--- config.mk ---
export PLATFORM = sky130hd
export DESIGN_NAME = debug_controller
export DESIGN_NICKNAME = d
export VERILOG_FILES = /design/src/rtl/debug_controller_pkg.sv /design/src/rtl/reg_pkg.sv /design/src/rtl/debug_controller.sv
export SDC_FILE = /design/constraint.sdc
export NUM_CORES = 1
export LEC_CHECK = 0
export ABC_AREA = 1
export CAP_MARGIN = 20
export CORE_UTILIZATION = 30
export CTS_CLUSTER_DIAMETER = 50
export CTS_CLUSTER_SIZE = 28
export DETAILED_ROUTE_END_ITERATION = 10
export DONT_BUFFER_PORTS = 1
export PLACE_DENSITY = 0.54
export SLEW_MARGIN = 10
export SYNTH_ARGS = -nofsm -noshare
export SYNTH_HDL_FRONTEND = slang
export SYNTH_SLANG_ARGS = --single-unit
--- constraint.sdc ---
create_clock -name iClk -period 1.8 [get_ports iClk]
set_input_delay 0.36 -clock iClk [delete_from_list [all_inputs] [get_ports iClk]]
set_output_delay 0.36 -clock iClk [all_outputs]
set_load 0.02 [all_outputs]
--- src/rtl/debug_controller_pkg.sv ---
// Types for the host-side debug controller.
// Opcodes, FSM states, response bundle and the injected filler instruction.
package dbg_types;

  typedef enum logic [2:0] {
    OP_NOP    = 3'd0,
    OP_HALT   = 3'd1,
    OP_RESUME = 3'd2,
    OP_RDREG  = 3'd3,
    OP_WRREG  = 3'd4,
    OP_EXEC   = 3'd5,
    OP_INIT   = 3'd6,
    OP_RSVD   = 3'd7
  } dbg_op_e;

  typedef enum logic [2:0] {
    S_RUN,
    S_DRAIN,
    S_HALTED,
    S_RD,
    S_WR,
    S_EXEC,
    S_RSP
  } dbg_state_e;

  localparam logic [31:0] NOP_INS = 32'h0000_0013;

  typedef struct packed {
    logic        err;
    logic [31:0] data;
  } dbg_rsp_t;

  localparam dbg_rsp_t RSP_OK  = '{err: 1'b0, data: 32'h0};
  localparam dbg_rsp_t RSP_ERR = '{err: 1'b1, data: 32'h0};

endpackage

--- src/rtl/reg_pkg.sv ---
// Register-file transport types shared by the core and its debug port.
// reg_transport_t carries one register write (address + value).
package reg_pkg;

  typedef struct packed {
    logic [4:0]  addr;
    logic [31:0] value;
  } reg_transport_t;

endpackage

--- src/rtl/debug_controller.sv ---
// Debug-port initiator: takes transport commands, drives core DBG_* signals.
// Ports: iCmd_* command handshake, oRsp_* response handshake, oDbg_*/iDbg_* core side.
module debug_controller
  import dbg_types::*;
  import reg_pkg::*;
#(
  parameter int unsigned DRAIN_CYCLES  = 5,
  parameter int unsigned EXEC_CYCLES   = 5,
  parameter bit          HALT_ON_RESET = 1'b0
) (
  input  logic           iClk,
  input  logic           nRst,
  input  logic           iCmd_valid,
  output logic           oCmd_ready,
  input  logic [2:0]     iCmd_op,
  input  logic [4:0]     iCmd_addr,
  input  logic [31:0]    iCmd_data,
  output logic           oRsp_valid,
  input  logic           iRsp_ready,
  output logic           oRsp_err,
  output logic [31:0]    oRsp_data,
  output logic           oHalted,
  output logic           oDbg_halt,
  output logic           oDbg_exec,
  output logic           oDbg_req_init,
  output logic           oDbg_regWrite,
  output logic [31:0]    oDbg_ins,
  output reg_transport_t oDbg_rd,
  output logic [4:0]     oDbg_rsAddr,
  input  logic [31:0]    iDbg_rsValue
);

  localparam int CW = 16;
  // Counters are loaded with N-1 so the exit edge is the N-th cycle.
  localparam logic [CW-1:0] DRAIN_LD = CW'(DRAIN_CYCLES - 1);
  localparam logic [CW-1:0] EXEC_LD  = CW'(EXEC_CYCLES - 1);
  localparam dbg_state_e RST_ST = HALT_ON_RESET ? S_HALTED : S_RUN;

  dbg_state_e     state_q, state_d;
  logic [CW-1:0]  cnt_q, cnt_d;
  logic           halt_q, halt_d;
  logic           halted_q, halted_d;
  logic           exec_q, exec_d;
  logic           init_q, init_d;
  logic           wr_q, wr_d;
  logic [31:0]    ins_q, ins_d;
  reg_transport_t rd_q, rd_d;
  logic [4:0]     rsa_q, rsa_d;
  dbg_rsp_t       rsp_q, rsp_d;
  logic           rspv_q, rspv_d;

  dbg_op_e op;
  logic    accept;
  logic    running;

  assign op      = dbg_op_e'(iCmd_op);
  assign running = (state_q == S_RUN);
  assign accept  = iCmd_valid & oCmd_ready;

  assign oCmd_ready    = (state_q == S_RUN) | (state_q == S_HALTED);
  assign oRsp_valid    = rspv_q;
  assign oRsp_err      = rsp_q.err;
  assign oRsp_data     = rsp_q.data;
  assign oHalted       = halted_q;
  assign oDbg_halt     = halt_q;
  assign oDbg_exec     = exec_q;
  assign oDbg_req_init = init_q;
  assign oDbg_regWrite = wr_q;
  assign oDbg_ins      = ins_q;
  assign oDbg_rd       = rd_q;
  assign oDbg_rsAddr   = rsa_q;

  always_ff @(posedge iClk or negedge nRst) begin
    if (!nRst) begin
      state_q  <= RST_ST;
      cnt_q    <= '0;
      halt_q   <= HALT_ON_RESET;
      halted_q <= HALT_ON_RESET;
      exec_q   <= 1'b0;
      init_q   <= 1'b0;
      wr_q     <= 1'b0;
      ins_q    <= '0;
      rd_q     <= '0;
      rsa_q    <= '0;
      rsp_q    <= RSP_OK;
      rspv_q   <= 1'b0;
    end else begin
      state_q  <= state_d;
      cnt_q    <= cnt_d;
      halt_q   <= halt_d;
      halted_q <= halted_d;
      exec_q   <= exec_d;
      init_q   <= init_d;
      wr_q     <= wr_d;
      ins_q    <= ins_d;
      rd_q     <= rd_d;
      rsa_q    <= rsa_d;
      rsp_q    <= rsp_d;
      rspv_q   <= rspv_d;
    end
  end

  always_comb begin
    state_d = state_q;
    cnt_d   = cnt_q;
    unique case (state_q)
      S_RUN, S_HALTED: begin
        if (accept) begin
          state_d = S_RSP;
          unique case (op)
            OP_HALT: if (running) begin
              state_d = S_DRAIN;
              cnt_d   = DRAIN_LD;
            end
            OP_RDREG: if (!running) state_d = S_RD;
            OP_WRREG: if (!running) state_d = S_WR;
            OP_EXEC: if (!running) begin
              state_d = S_EXEC;
              cnt_d   = EXEC_LD;
            end
            default: state_d = S_RSP;
          endcase
        end
      end
      S_DRAIN, S_EXEC: begin
        if (cnt_q == '0) state_d = S_RSP;
        else             cnt_d   = cnt_q - 1'b1;
      end
      S_RD, S_WR: state_d = S_RSP;
      S_RSP: begin
        if (iRsp_ready) state_d = halted_q ? S_HALTED : S_RUN;
      end
      default: state_d = RST_ST;
    endcase
  end

  always_comb begin
    halt_d   = halt_q;
    halted_d = halted_q;
    exec_d   = exec_q;
    init_d   = 1'b0;
    wr_d     = 1'b0;
    ins_d    = ins_q;
    rd_d     = rd_q;
    rsa_d    = rsa_q;
    rsp_d    = rsp_q;
    rspv_d   = rspv_q;
    unique case (state_q)
      S_RUN, S_HALTED: begin
        if (accept) begin
          rspv_d = 1'b1;
          rsp_d  = RSP_OK;
          unique case (op)
            OP_HALT: if (running) begin
              halt_d = 1'b1;
              rspv_d = 1'b0;
            end
            OP_RESUME: begin
              halt_d   = 1'b0;
              halted_d = 1'b0;
            end
            OP_RDREG: begin
              if (running) rsp_d = RSP_ERR;
              else begin
                rsa_d  = iCmd_addr;
                rspv_d = 1'b0;
              end
            end
            OP_WRREG: begin
              if (running) rsp_d = RSP_ERR;
              else begin
                wr_d   = 1'b1;
                rd_d   = '{addr: iCmd_addr, value: iCmd_data};
                rspv_d = 1'b0;
              end
            end
            OP_EXEC: begin
              if (running) rsp_d = RSP_ERR;
              else begin
                halt_d = 1'b0;
                exec_d = 1'b1;
                ins_d  = iCmd_data;
                rspv_d = 1'b0;
              end
            end
            OP_INIT: init_d = 1'b1;
            OP_RSVD: rsp_d  = RSP_ERR;
            default: rsp_d  = RSP_OK;
          endcase
        end
      end
      S_DRAIN: begin
        if (cnt_q == '0) begin
          halted_d = 1'b1;
          rspv_d   = 1'b1;
          rsp_d    = RSP_OK;
        end
      end
      S_EXEC: begin
        if (cnt_q == '0) begin
          halt_d = 1'b1;
          exec_d = 1'b0;
          rspv_d = 1'b1;
          rsp_d  = RSP_OK;
        end else begin
          ins_d = NOP_INS;
        end
      end
      S_RD: begin
        rspv_d = 1'b1;
        rsp_d  = '{err: 1'b0, data: iDbg_rsValue};
      end
      S_WR: begin
        rspv_d = 1'b1;
        rsp_d  = RSP_OK;
      end
      S_RSP: begin
        if (iRsp_ready) begin
          rspv_d = 1'b0;
          rsp_d  = RSP_OK;
        end
      end
      default: rspv_d = 1'b0;
    endcase
  end

endmodule

# ---- Word-level counts from Yosys, hierarchy flattened
# Cells that the tools add are included.
dict set report op_classes {
  muxes 53
  bitwise_logic 3
  n_reduce_logical 19
  eq_ne 27
  n_addsub 1
}
# cell count
set op_table {}
lappend op_table {{$pmux 33 s5} 1}
lappend op_table {{$mux 33} 4}
lappend op_table {{$mux 32} 4}
lappend op_table {{$pmux 33 s2} 1}
lappend op_table {{$mux 16} 4}
lappend op_table {{$pmux 16 s2} 2}
lappend op_table {{$pmux 32 s2} 1}
lappend op_table {{$pmux 3 s4} 2}
lappend op_table {{$eq 3x3->1 const B} 7}
lappend op_table {{$mux 1} 20}
lappend op_table {{$logic_not 16->1} 1}
lappend op_table {{$reduce_and 4->1} 4}
lappend op_table {{$sub 16x1->16 const B} 1}
lappend op_table {{$mux 3} 5}
lappend op_table {{$ne 2x2->1 const B} 7}
lappend op_table {{$eq 3x2->1 const B} 4}
lappend op_table {{$reduce_and 6->1} 2}
lappend op_table {{$reduce_and 5->1} 2}
lappend op_table {{$pmux 1 s2} 4}
lappend op_table {{$eq 3x1->1 const B} 2}
lappend op_table {{$mux 2} 3}
lappend op_table {{$ne 2x1->1 const B} 3}
lappend op_table {{$ne 3x3->1 const B} 2}
lappend op_table {{$reduce_bool 2->1} 3}
lappend op_table {{other kinds (12)} 14}
dict set report word_totals {
  register_bits 132
  input_bits 76
  output_inout_bits 114
}

# ---- Logic depth before layout (Yosys ltp)
# Gate-level depths: netlist of the first run.
dict set report depth {
  word_depth 5
  mapped_depth 11
  depth_no_buf 9
}

# ---- Worst setup path before layout of the first run
# OpenSTA, ideal clock, no wires.
dict set report synth_path {
  path_type {reg2reg}
  start {register cnt_q[0]}
  end {register rsp_q (netlist bit oRsp_data[10])}
  setup_time_ns 0.117
  arrival_time_ns 1.529
  path_stages_with_launch 11
  slack_ns 0.154
  synth_period_minus_slack_ns 1.646
  cell_sequence {dfrtp_1 inv_1 ha_1 nand2_1 nor2_1 nand2_1 nand2_1 nand3_2 buf_2 nand2_1 nand2_1}
}
dict set report synth_via {
  elab_chain_len 3
}
# element line
set synth_rtl {}
lappend synth_rtl {{from (decl)} debug_controller.sv:40} ;# logic [CW-1:0] cnt_q, cnt_d;
lappend synth_rtl {{from (signal assigned)} debug_controller.sv:89} ;# cnt_q <= cnt_d;
lappend synth_rtl {{$logic_not 16->1} {debug_controller.sv:193, debug_controller.sv:200}}
lappend synth_rtl {{$ne 2x1->1 (no source line)} n/a}
lappend synth_rtl {{$reduce_and 4->1 (no source line)} n/a}
lappend synth_rtl {{to (signal assigned)} debug_controller.sv:98} ;# rsp_q <= rsp_d;
lappend synth_rtl {{to (decl)} debug_controller.sv:49} ;# dbg_rsp_t rsp_q, rsp_d;
# No other way between the ends.
# A chain may end at the register's enable or synchronous reset.

# ---- Worst setup path after layout of the first run
dict set report layout_path {
  start {register cnt_q[0]}
  end {register rsp_q (netlist bit oRsp_data[16])}
}
# The elaborated chain is that of the path after synthesis.

==> results.py, run 1 <==
metrics = {
    "setup_path": {
        "critPathKind": "reg2reg",
        "rr_worst_depth": 10,
        "critPathLaunchType": "flip-flop",
        "required_ps": 2100,
        "r2r_slack_ps": 150,
        "worstSetupStartpoint": "cnt_q[0]",
        "cp.arrival_ps": 1950,
        "cp_max_fo": 33,
        "worstSetupEndpointType": "flip-flop",
        "reg2reg_from": "cnt_q[0]",
        "r2r-end": "oRsp_data[16]",
    },
    "outcome": {
        "violations": "hold timing",
        "outcome": "finished with violations",
    },
    "layout": {
        "drive_above_1_share": 0.104,
        "antennaDiodeCount": 0,
        "final_area_mm2": 0.00681,
        "post-route-util": 0.363,
        "layout.nets": 823,
        "layout-area-overhead-vs-synth_pct": 17.9,
    },
    "logic_synthesis": {
        "syn_inst": 723,
        "yosysWarnings": 0,
        "synth_cell_type_count": 29,
        "synth_area_mm2": 0.00577,
        "ys_seq_area_frac": 0.572,
        "syn_nets": 800,
        "synth_area_per_cell_um2": 7.98,
        "synth_seq_cells": 132,
    },
    "detailed_routing": {
        "drt-initial-drc-count": 249,
        "drt_wl_total_mm": 14.1,
        "ant_nets": 0,
        "wl_met3_mm": 1.56,
        "met2_length_mm": 6.14,
        "highest_layer": "met4",
        "dr.pass1.iters": 4,
        "wl_met1_mm": 6.32,
        "route.vias.total": 4551,
        "vias_per_cell": 4.58,
        "drc": 0,
        "wl_per_cell_um": 14.2,
    },
    "clocking": {
        "cts_buffers": 17,
        "cts_setup_buffers": 0,
        "clock_sinks": 132,
        "cts-root-buf": "clkbuf_16",
        "clk_path_buf_depth": 2,
        "cts_tree": "yes",
        "clock_latency_ps": 410,
        "clk_pin_slew_ps": 60,
        "h-tree-depth": 4,
    },
    "global_route": {
        "track_usage": 0.146,
        "antenna_found_initial": 0,
        "grt_pass1_vias": 4336,
        "overflow": 0,
        "grt_pass1_wl_mm": 22.7,
        "grt_max_degree": 133,
    },
    "power_and_ir_drop": {
        "p_leak_uw": 0.00367,
        "p_per_area_mw_per_mm2": 1960,
        "ir_worst_vdd_mv": 0.937,
    },
    "sta": {
        "fin_setup_tns_ps": 0,
        "fin_crit_sh": 0.916,
        "finalHoldViolations": 132,
        "slew_viol_final": 0,
        "finalSetupViolations": 0,
        "fin_skew_ps": 10.1,
        "hold_slack_ps": -356,
        "worst_pin_slew_ps": 395,
        "slew_headroom": 0.736,
        "rsz0062_at_grt": "no",
        "max_freq_mhz": 607,
        "period_needed_ps": 1650,
        "setup_slack_ps": 152,
    },
    "placement": {
        "place.gp.congestion": 0.830,
        "port_buffers": 0,
        "place_area_mm2": 0.00620,
        "post-place-ws_ps": 20.3,
        "hpwl_mm": 9.91,
    },
    "floorplan": {
        "row_count": 50,
        "fp.dieW_um": 141,
        "io_pins": 190,
        "die_area_mm2": 0.0198,
        "core_mm2": 0.0188,
        "start_util": 0.308,
        "die_y_um": 141,
    },
    "run": {
        "max_cap_violations": 0,
    },
    "min_path": {
        "hp-class": "in2async",
    },
}
## through the flow
stage / instances / total power (µW)
finish: 993 / 13300
global route: 993 / 14300
CTS: 993 / 13400
detailed placement: 961 / 9920
global placement: 961 / 9850
floorplan: 723 / 8680
## how the worst max path moves through the flow
stage                     to  slack, ps  cells after the start
6_report       oRsp_data[16]        150                     10
5_1_grt        oRsp_data[25]          2                     10
4_1_cts         oDbg_ins[25]          2                      9
3_5_place_dp    oDbg_ins[25]         20                      9
3_3_place_gp    oDbg_ins[23]         70                      9
2_1_floorplan  oRsp_data[10]        150                     10
## layout by cell type (no fill, tap or decap), types with 2 or more instances in the layout
master	count
nor2_1	37
a21oi_1	3
or2_2	2
clkinv_2	3
inv_6	4
nand3_1	36
clkbuf_16	17
o21bai_1	4
clkinvlp_4	3
buf_4	24
nand2_2	6
bufinv_16	2
dfrtp_1	132
nand4_1	2
buf_12	4
inv_1	38
nand2_1	384
o21ai_0	38
## critical path, stage by stage (launching register included)
cell,delay [ps]
dfrtp_1,370
inv_1,70
ha_1,180
nand2_2,110
nor2_1,190
nand2_2,110
nand2_2,100
nand3_2,90
buf_12,180
nand2_1,80
nand2_1,50
## power by group
part | internal, µW | switching [µW] | leakage [µW]
sequential | 4040 | 2080 | 0.00173
clock | 2060 | 1380 | 0.000279
combinational | 1430 | 2340 | 0.00167
## Yosys cell counts (all sizes together)
| library cell | count | area, µm² |
|---|---|---|
| nand2 | 391 | 1480 |
| nand3 | 37 | 190 |
| buf | 17 | 104 |
| nor3 | 2 | 10.0 |
| nand4 | 4 | 37.5 |
| a21oi | 3 | 15.0 |
| o21ai | 39 | 195 |
| inv | 40 | 150 |
| clkinv | 1 | 3.75 |
| and2 | 1 | 8.76 |
| nor2 | 40 | 174 |
| or2 | 2 | 12.5 |
| o21bai | 4 | 30.0 |
| clkbuf | 7 | 26.3 |
| ha | 1 | 12.5 |
| o211ai | 1 | 7.51 |
| xor2 | 1 | 8.76 |
| dfrtp | 132 | 3300 |
## sequential cells by signal, indices dropped and copies added, names as in the netlist
register and flops:
oDbg_rd 37, oDbg_ins 32, oRsp_data 32, cnt_q 16
oDbg_rsAddr 5, state_q 3, oDbg_exec 1, oDbg_halt 1
oDbg_regWrite 1, oDbg_req_init 1, oHalted 1, oRsp_err 1
oRsp_valid 1
## cells by family after synthesis
| group | after synthesis | synth area share |
|---|---|---|
| AND/OR/NAND/NOR | 477 | 0.332 |
| flip-flops | 132 | 0.572 |
| buffers and inverters | 65 | 0.0492 |
| AO/OA/AOI/OAI | 47 | 0.0429 |
| XOR/XNOR | 1 | 0.00152 |
| adder cells (fa/ha/maj) | 1 | 0.00217 |
## area by class of cell
class / instances / area (µm²)
Multi-Input combinational cell: 526 / 2210
Sequential cell: 132 / 3300
Tap cell: 234 / 293
Clock buffer: 18 / 429
Fill cell: 1931 / 12000
Clock inverter: 14 / 153
Inverter: 41 / 156
Timing Repair Buffer: 28 / 260
## timing repair
| item | 4_1_cts | 5_1_grt |
|---|---|---|
| resized for setup | 0 | 8 |
| endpoints found under the setup margin | 0 | 86 |
| endpoints found under the hold margin | 132 | 132 |
## routing by layer
metal  vias to the layer above  GRT usage
met5                         -          0
met4                         0     0.0412
met3                        11     0.0707
met2                       182      0.222
met1                      2074      0.185
li1                       2284          -
(Power assumes the default switching activity.)
==> run 2, diff against run 1 <==
--- a/config.mk
+++ b/config.mk
@@ -5,8 +5,7 @@
 export SDC_FILE = /design/constraint.sdc
 export NUM_CORES = 1
 export LEC_CHECK = 0
-export ABC_AREA = 1
-export CAP_MARGIN = 20
+export CAP_MARGIN = 40
 export CORE_UTILIZATION = 30
 export CTS_CLUSTER_DIAMETER = 50
 export CTS_CLUSTER_SIZE = 28
@@ -17,3 +16,4 @@
 export SYNTH_ARGS = -nofsm -noshare
 export SYNTH_HDL_FRONTEND = slang
 export SYNTH_SLANG_ARGS = --single-unit
+export TNS_END_PERCENT = 30
==> run 2 against run 1 <==
Against the previous run: the flow finishes with violations (DRC, hold timing, setup timing); largest power group unchanged; largest cell class unchanged; hold slack got worse by 5.9 ps; sequential power shrank 4.4%; first-iteration DRC count rose by 14%; routed wire length is 3.0% higher; worst setup slack got worse by 560 ps; via count fell by 12%; global-route usage increased by 1.1 points; total power decreased by 2.9%; critical endpoint is now oRsp_data[30]; synthesized cell count down 33%.
==> results.py, run 2 <==
metrics = {
    "outcome": {
        "outcome": "finished with violations",
        "violations": "DRC, hold timing, setup timing",
    },
    "sta": {
        "worst_pin_slew_ps": 420,
        "hold_slack_ps": -361,
        "finalSetupViolations": 98,
        "fin_skew_ps": 9.69,
        "fin_setup_tns_ps": -26470,
        "fin_crit_sh": 1.22,
        "max_freq_mhz": 454,
        "rsz0062_at_grt": "yes",
        "setup_slack_ps": -403,
        "finalHoldViolations": 132,
        "period_needed_ps": 2200,
        "slew_viol_final": 0,
        "slew_headroom": 0.720,
    },
    "logic_synthesis": {
        "ys_seq_area_frac": 0.593,
        "synth_top_family_by_area": "compound AO/OA/AOI/OAI gates",
        "synth.top_cell.area_share": 0.593,
        "synth_edf_count": 0,
        "synth_area_mm2": 0.00557,
        "syn_inst": 484,
        "synthSimpleGateAreaFrac": 0.132,
        "synth_cell_type_count": 53,
        "synth_most_common_cell": "dfrtp_1",
        "synth_top_cells_by_area": "dfrtp_1, mux2_2, nand2_1",
        "synth_fa_ha_area_frac": 0.00225,
        "synth-compound-area-share": 0.142,
        "yosysWarnings": 0,
        "muxShareOfSynthArea": 0.0903,
        "yosys-top-cells-count": "dfrtp_1, nand2_1, o21ai_0",
        "synth_area_per_cell_um2": 11.5,
        "yosysTopAreaCell": "dfrtp_1",
        "synth_seq_cells": 132,
        "synth_xor_area_frac": 0.00314,
        "ys.flop_type": "dfrtp_1",
        "async_reset_ff_frac": 1.00,
        "syn_nets": 561,
    },
    "detailed_routing": {
        "vias_per_cell": 5.20,
        "drc": 16,
        "dr.pass1.iters": 7,
        "ant_nets": 0,
        "drt-initial-drc-count": 284,
        "wl_per_cell_um": 19.0,
        "route.vias.total": 3987,
        "drt_wl_total_mm": 14.5,
    },
    "setup_path": {
        "crit_end": "oRsp_data[30]",
        "cp.arrival_ps": 2490,
        "rr_worst_depth": 6,
        "r2r-end": "oRsp_data[30]",
        "critPathKind": "reg2reg",
        "r2r_slack_ps": -400,
        "critPathLaunchType": "flip-flop",
        "required_ps": 2090,
        "worstSetupStartpoint": "cnt_q[6]",
        "reg2reg_from": "cnt_q[6]",
        "cp_max_fo": 32,
        "worstSetupEndpointType": "flip-flop",
    },
    "layout": {
        "instances_no_fill": 766,
        "layout-area-overhead-vs-synth_pct": 25.8,
        "drive_above_1_share": 0.341,
        "layout_common_cells": "dfrtp_1, nand2_1, mux2_2",
        "final_common_cell": "dfrtp_1",
        "post-route-util": 0.387,
        "antennaDiodeCount": 0,
        "largest_reg_flops": 37,
        "layout.nets": 601,
    },
    "global_route": {
        "overflow": 0,
        "grt_pass1_wl_mm": 23.3,
        "grt_max_degree": 133,
        "track_usage": 0.157,
        "antenna_found_initial": 1,
        "grt_pass1_vias": 4194,
    },
    "power_and_ir_drop": {
        "ir_worst_vdd_mv": 0.955,
        "p_leak_uw": 0.00319,
        "p_total_uw": 12900,
        "p_per_area_mw_per_mm2": 1850,
    },
    "placement": {
        "dp_cells": 726,
        "port_buffers": 0,
        "hpwl_mm": 9.68,
        "place.gp.congestion": 0.794,
    },
    "clocking": {
        "clock_latency_ps": 410,
        "cts_buffers": 17,
        "clock_sinks": 132,
        "h-tree-depth": 4,
        "clk_path_buf_depth": 2,
        "clk_pin_slew_ps": 60,
        "cts-root-buf": "clkbuf_16",
        "cts_tree": "yes",
    },
    "floorplan": {
        "start_util": 0.308,
        "die_y_um": 138,
        "fp.dieW_um": 138,
        "io_pins": 190,
        "die_area_mm2": 0.0191,
        "core_mm2": 0.0181,
        "row_count": 49,
    },
    "run": {
        "max_cap_violations": 0,
    },
    "min_path": {
        "hp-class": "in2async",
    },
}
==> run 2: changes by cell type in the layout (fill, tap and decap cells not counted), sizes merged, moves of 5 or more <==
cell   before  now
nor4        0    5
a22o        0   32
nand2     391   77
o21ai      39   57
mux2        0   42
nor2       40   13
buf        28   54
nand3      37    7
or4         0    8
inv        45    9
a21oi       3   13
==> run 2: area by class of cell <==
| type | count | area (µm²) |
|---|---|---|
| fillers | 1709 | 11100 |
| flip-flops and latches | 132 | 3300 |
| multi-input cells | 312 | 2260 |
| repair buffers | 55 | 518 |
| clock buffers | 18 | 439 |
| well taps | 229 | 287 |
| clock inverters | 14 | 174 |
| inverters | 6 | 22.5 |
==> run 2: power breakdown <==
part | internal, µW | total (µW) | switching, µW
clock network | 2230 | 3570 | 1340
registers | 3990 | 5850 | 1860
logic | 1840 | 3520 | 1690
total | 8060 | 12900 | 4880
==> run 2: logic make-up after synthesis <==
group / count (synthesis)
adder cells (fa/ha/maj): 1
multiplexers: 45
AND/OR/NAND/NOR: 142
buffers and inverters: 40
flip-flops: 132
AO/OA/AOI/OAI: 122
XOR/XNOR: 2
==> run 2: how the worst min path moves through the flow <==
stage,slack (ps),start,to
after floorplan,60,nRst,cnt_q[0]
after global placement,70,nRst,oDbg_rd[25]
after detailed placement,70,nRst,oDbg_rd[25]
after CTS,-380,nRst,oDbg_rd[4]
after global routing,-380,nRst,oDbg_rd[4]
final,-360,nRst,oDbg_rd[4]
==> run 2: through the flow <==
step | instance area [µm²] | worst slack, ps
finish | 7010 | -403
global route | 7010 | -451
CTS | 6860 | -408
detailed placement | 6120 | -415
global placement | 6100 | -355
floorplan | 5610 | -414
==> run 2: layer usage <==
layer,vias to the layer above,track usage,wire length (µm)
met3,13,0.0655,1380
met4,0,0.0568,198
met2,146,0.246,6860
met5,-,0,0
li1,1820,-,-
met1,2008,0.195,6100
==> run 2: timing repair <==
action                                 in CTS  in global routing
cloned                                      1                  1
setup endpoints to repair                 125                126
buffers inserted                            6                  0
resized for setup                          28                 59
endpoints found under the hold margin     132                132
pin swaps                                   5                 19
==> run 2: critical path: stages (launching register included) <==
cell	delay (ps)
dfrtp_1	380
or4_4	520
or4_4	620
nand2_8	110
nand3_4	70
buf_12	170
a22o_1	200
==> run 3, diff against run 2 <==
--- a/config.mk
+++ b/config.mk
@@ -6,12 +6,12 @@
 export NUM_CORES = 1
 export LEC_CHECK = 0
 export CAP_MARGIN = 40
-export CORE_UTILIZATION = 30
+export CORE_UTILIZATION = 60
 export CTS_CLUSTER_DIAMETER = 50
 export CTS_CLUSTER_SIZE = 28
 export DETAILED_ROUTE_END_ITERATION = 10
 export DONT_BUFFER_PORTS = 1
-export PLACE_DENSITY = 0.54
+export PLACE_DENSITY = 0.86
 export SLEW_MARGIN = 10
 export SYNTH_ARGS = -nofsm -noshare
 export SYNTH_HDL_FRONTEND = slang
==> run 3 against run 2 <==
Against the previous run: the run still ends with DRC, hold timing, setup timing left; clock power fell by 4%; fmax fell by 3.5%; register-to-register slack got worse by 80 ps; hold slack got worse by 100 ps; clock skew barely moved; combinational power rose by 15%; cell count fell by 5.2%; critical endpoint is now oDbg_ins[18]; sequential power rose by 2%; sequential share of layout area fell by 3.6 points; critical path depth rose by 1; via count rose by 22%.
==> results.py, run 3 (synthesis results as in run 2) <==
metrics = {
    "power_and_ir_drop": {
        "p_seq_frac": 0.444,
        "swShare": 0.406,
        "ir_worst_vdd_mv": 1.54,
        "switchingPower_uw": 5460,
        "p_total_uw": 13400,
        "p_int_uw": 7970,
        "p_clk_frac": 0.254,
        "p_per_area_mw_per_mm2": 1770,
        "comb_power_share": 0.302,
        "p_leak_uw": 0.00350,
    },
    "clocking": {
        "h-tree-depth": 4,
        "cts-root-buf": "clkbuf_8",
        "clk_pin_slew_ps": 70,
        "cts_tree": "yes",
        "cts_buffers": 17,
        "clk_path_buf_depth": 2,
        "clock_latency_ps": 520,
        "clock_sinks": 132,
    },
    "global_route": {
        "overflow": 0,
        "grt_max_degree": 133,
        "track_usage": 0.333,
        "grt_pass1_wl_mm": 24.5,
        "grt_pass1_vias": 4793,
        "antenna_found_initial": 0,
    },
    "floorplan": {
        "core_mm2": 0.00885,
        "fp.dieW_um": 98.4,
        "row_count": 34,
        "die_y_um": 98.4,
        "io_pins": 190,
        "die_area_mm2": 0.00967,
        "start_util": 0.630,
    },
    "layout": {
        "post-route-util": 0.858,
        "fill_cells": 360,
        "final_area_mm2": 0.00759,
        "layout_common_cells": "dfrtp_1, nand2_1, dlygate4sd3_1",
        "layout-area-overhead-vs-synth_pct": 36.3,
        "largest_reg_flops": 37,
        "antennaDiodeCount": 0,
        "layout.nets": 682,
        "instances_no_fill": 726,
        "drive_above_1_share": 0.307,
        "final_common_cell": "dfrtp_1",
    },
    "sta": {
        "fin_crit_sh": 1.27,
        "hold_slack_ps": -465,
        "max_freq_mhz": 438,
        "period_needed_ps": 2280,
        "slew_viol_final": 0,
        "rsz0062_at_grt": "yes",
        "fin_setup_tns_ps": -35350,
        "finalHoldViolations": 132,
        "setup_slack_ps": -483,
        "finalSetupViolations": 113,
        "slew_headroom": 0.676,
        "fin_skew_ps": 9.32,
        "worst_pin_slew_ps": 485,
    },
    "placement": {
        "place.gp.congestion": 0.862,
        "place_area_mm2": 0.00592,
        "dp_cells": 602,
        "port_buffers": 0,
        "hpwl_mm": 8.60,
    },
    "detailed_routing": {
        "drt-initial-drc-count": 330,
        "route.vias.total": 4868,
        "drc": 13,
        "vias_per_cell": 6.71,
        "drt_wl_total_mm": 18.5,
        "ant_nets": 0,
        "dr.pass1.iters": 8,
        "wl_per_cell_um": 25.5,
    },
    "setup_path": {
        "cp.arrival_ps": 2710,
        "worstSetupEndpointType": "flip-flop",
        "critPathLaunchType": "flip-flop",
        "critPathKind": "reg2reg",
        "required_ps": 2230,
        "cp_max_fo": 16,
    },
    "run": {
        "max_cap_violations": 0,
    },
    "outcome": {
        "violations": "DRC, hold timing, setup timing",
        "outcome": "finished with violations",
    },
    "min_path": {
        "hp-class": "in2async",
    },
}
==> run 3: critical path, cell delays in order, from the launching register on <==
cell and delay (ps):
dfrtp_1 410, inv_2 90, ha_4 140, or3b_4 380, or4_4 550, buf_4 180
nor2b_4 190, o21ai_1 240
==> run 3: worst paths after layout <==
kind,from,end,slack [ps],cells after the start
worst min-delay path,nRst,oRsp_data[26],-470,0
worst max register to register,cnt_q[1],oDbg_ins[18],-480,7
worst max-delay path,cnt_q[1],oDbg_ins[18],-480,7
worst min register to register,cnt_q[10],cnt_q[10],580,2
max in group asynchronous,nRst,cnt_q[10],2070,0
min in group iClk,iCmd_op[0],state_q[0],30,2
==> run 3: through the flow <==
stage	hold WS (ps)	worst slack (ps)
3_3_place_gp	68.7	-348
4_1_cts	-483	-400
3_5_place_dp	67.7	-416
2_1_floorplan	64.4	-414
6_report	-465	-483
5_1_grt	-488	-500
==> run 3: timing repair <==
action | in CTS | in global routing
endpoints found under the hold margin | 238 | 133
resized for setup | 59 | 32
gates cloned | 0 | 1
hold buffers | 71 | 1
setup endpoints to repair | 126 | 127
buffers inserted | 8 | 12
pin swaps | 30 | 8
==> run 3: routing by layer <==
metal  wire (µm)  track usage  vias up
li1            -            -     1984
met1        6230        0.371     2393
met2        9200        0.586      388
met3        1970        0.111      103
met4        1100        0.137        0
met5           0            0        -
==> run 3: cell type report <==
| class | instances | area (µm²) | area share |
|---|---|---|---|
| flip-flops and latches | 132 | 3300 | 0.435 |
| inverters | 6 | 22.5 | 0.00297 |
| clock inverters | 15 | 164 | 0.0216 |
| well taps | 108 | 135 | 0.0178 |
| clock buffers | 17 | 414 | 0.0546 |
| multi-input cells | 313 | 2280 | 0.300 |
| repair buffers | 135 | 1280 | 0.168 |
==> run 3: power by group through the flow <==
stage                     registers (µW)  clock network [µW]  logic [µW]
after detailed placement            5840                   0        2960
final                               5970                3420        4050
after global placement              5810                   0        2750
after global routing                6010                3580        4270
after CTS                           5820                3390        3500
after floorplan                     5640                   0        2030
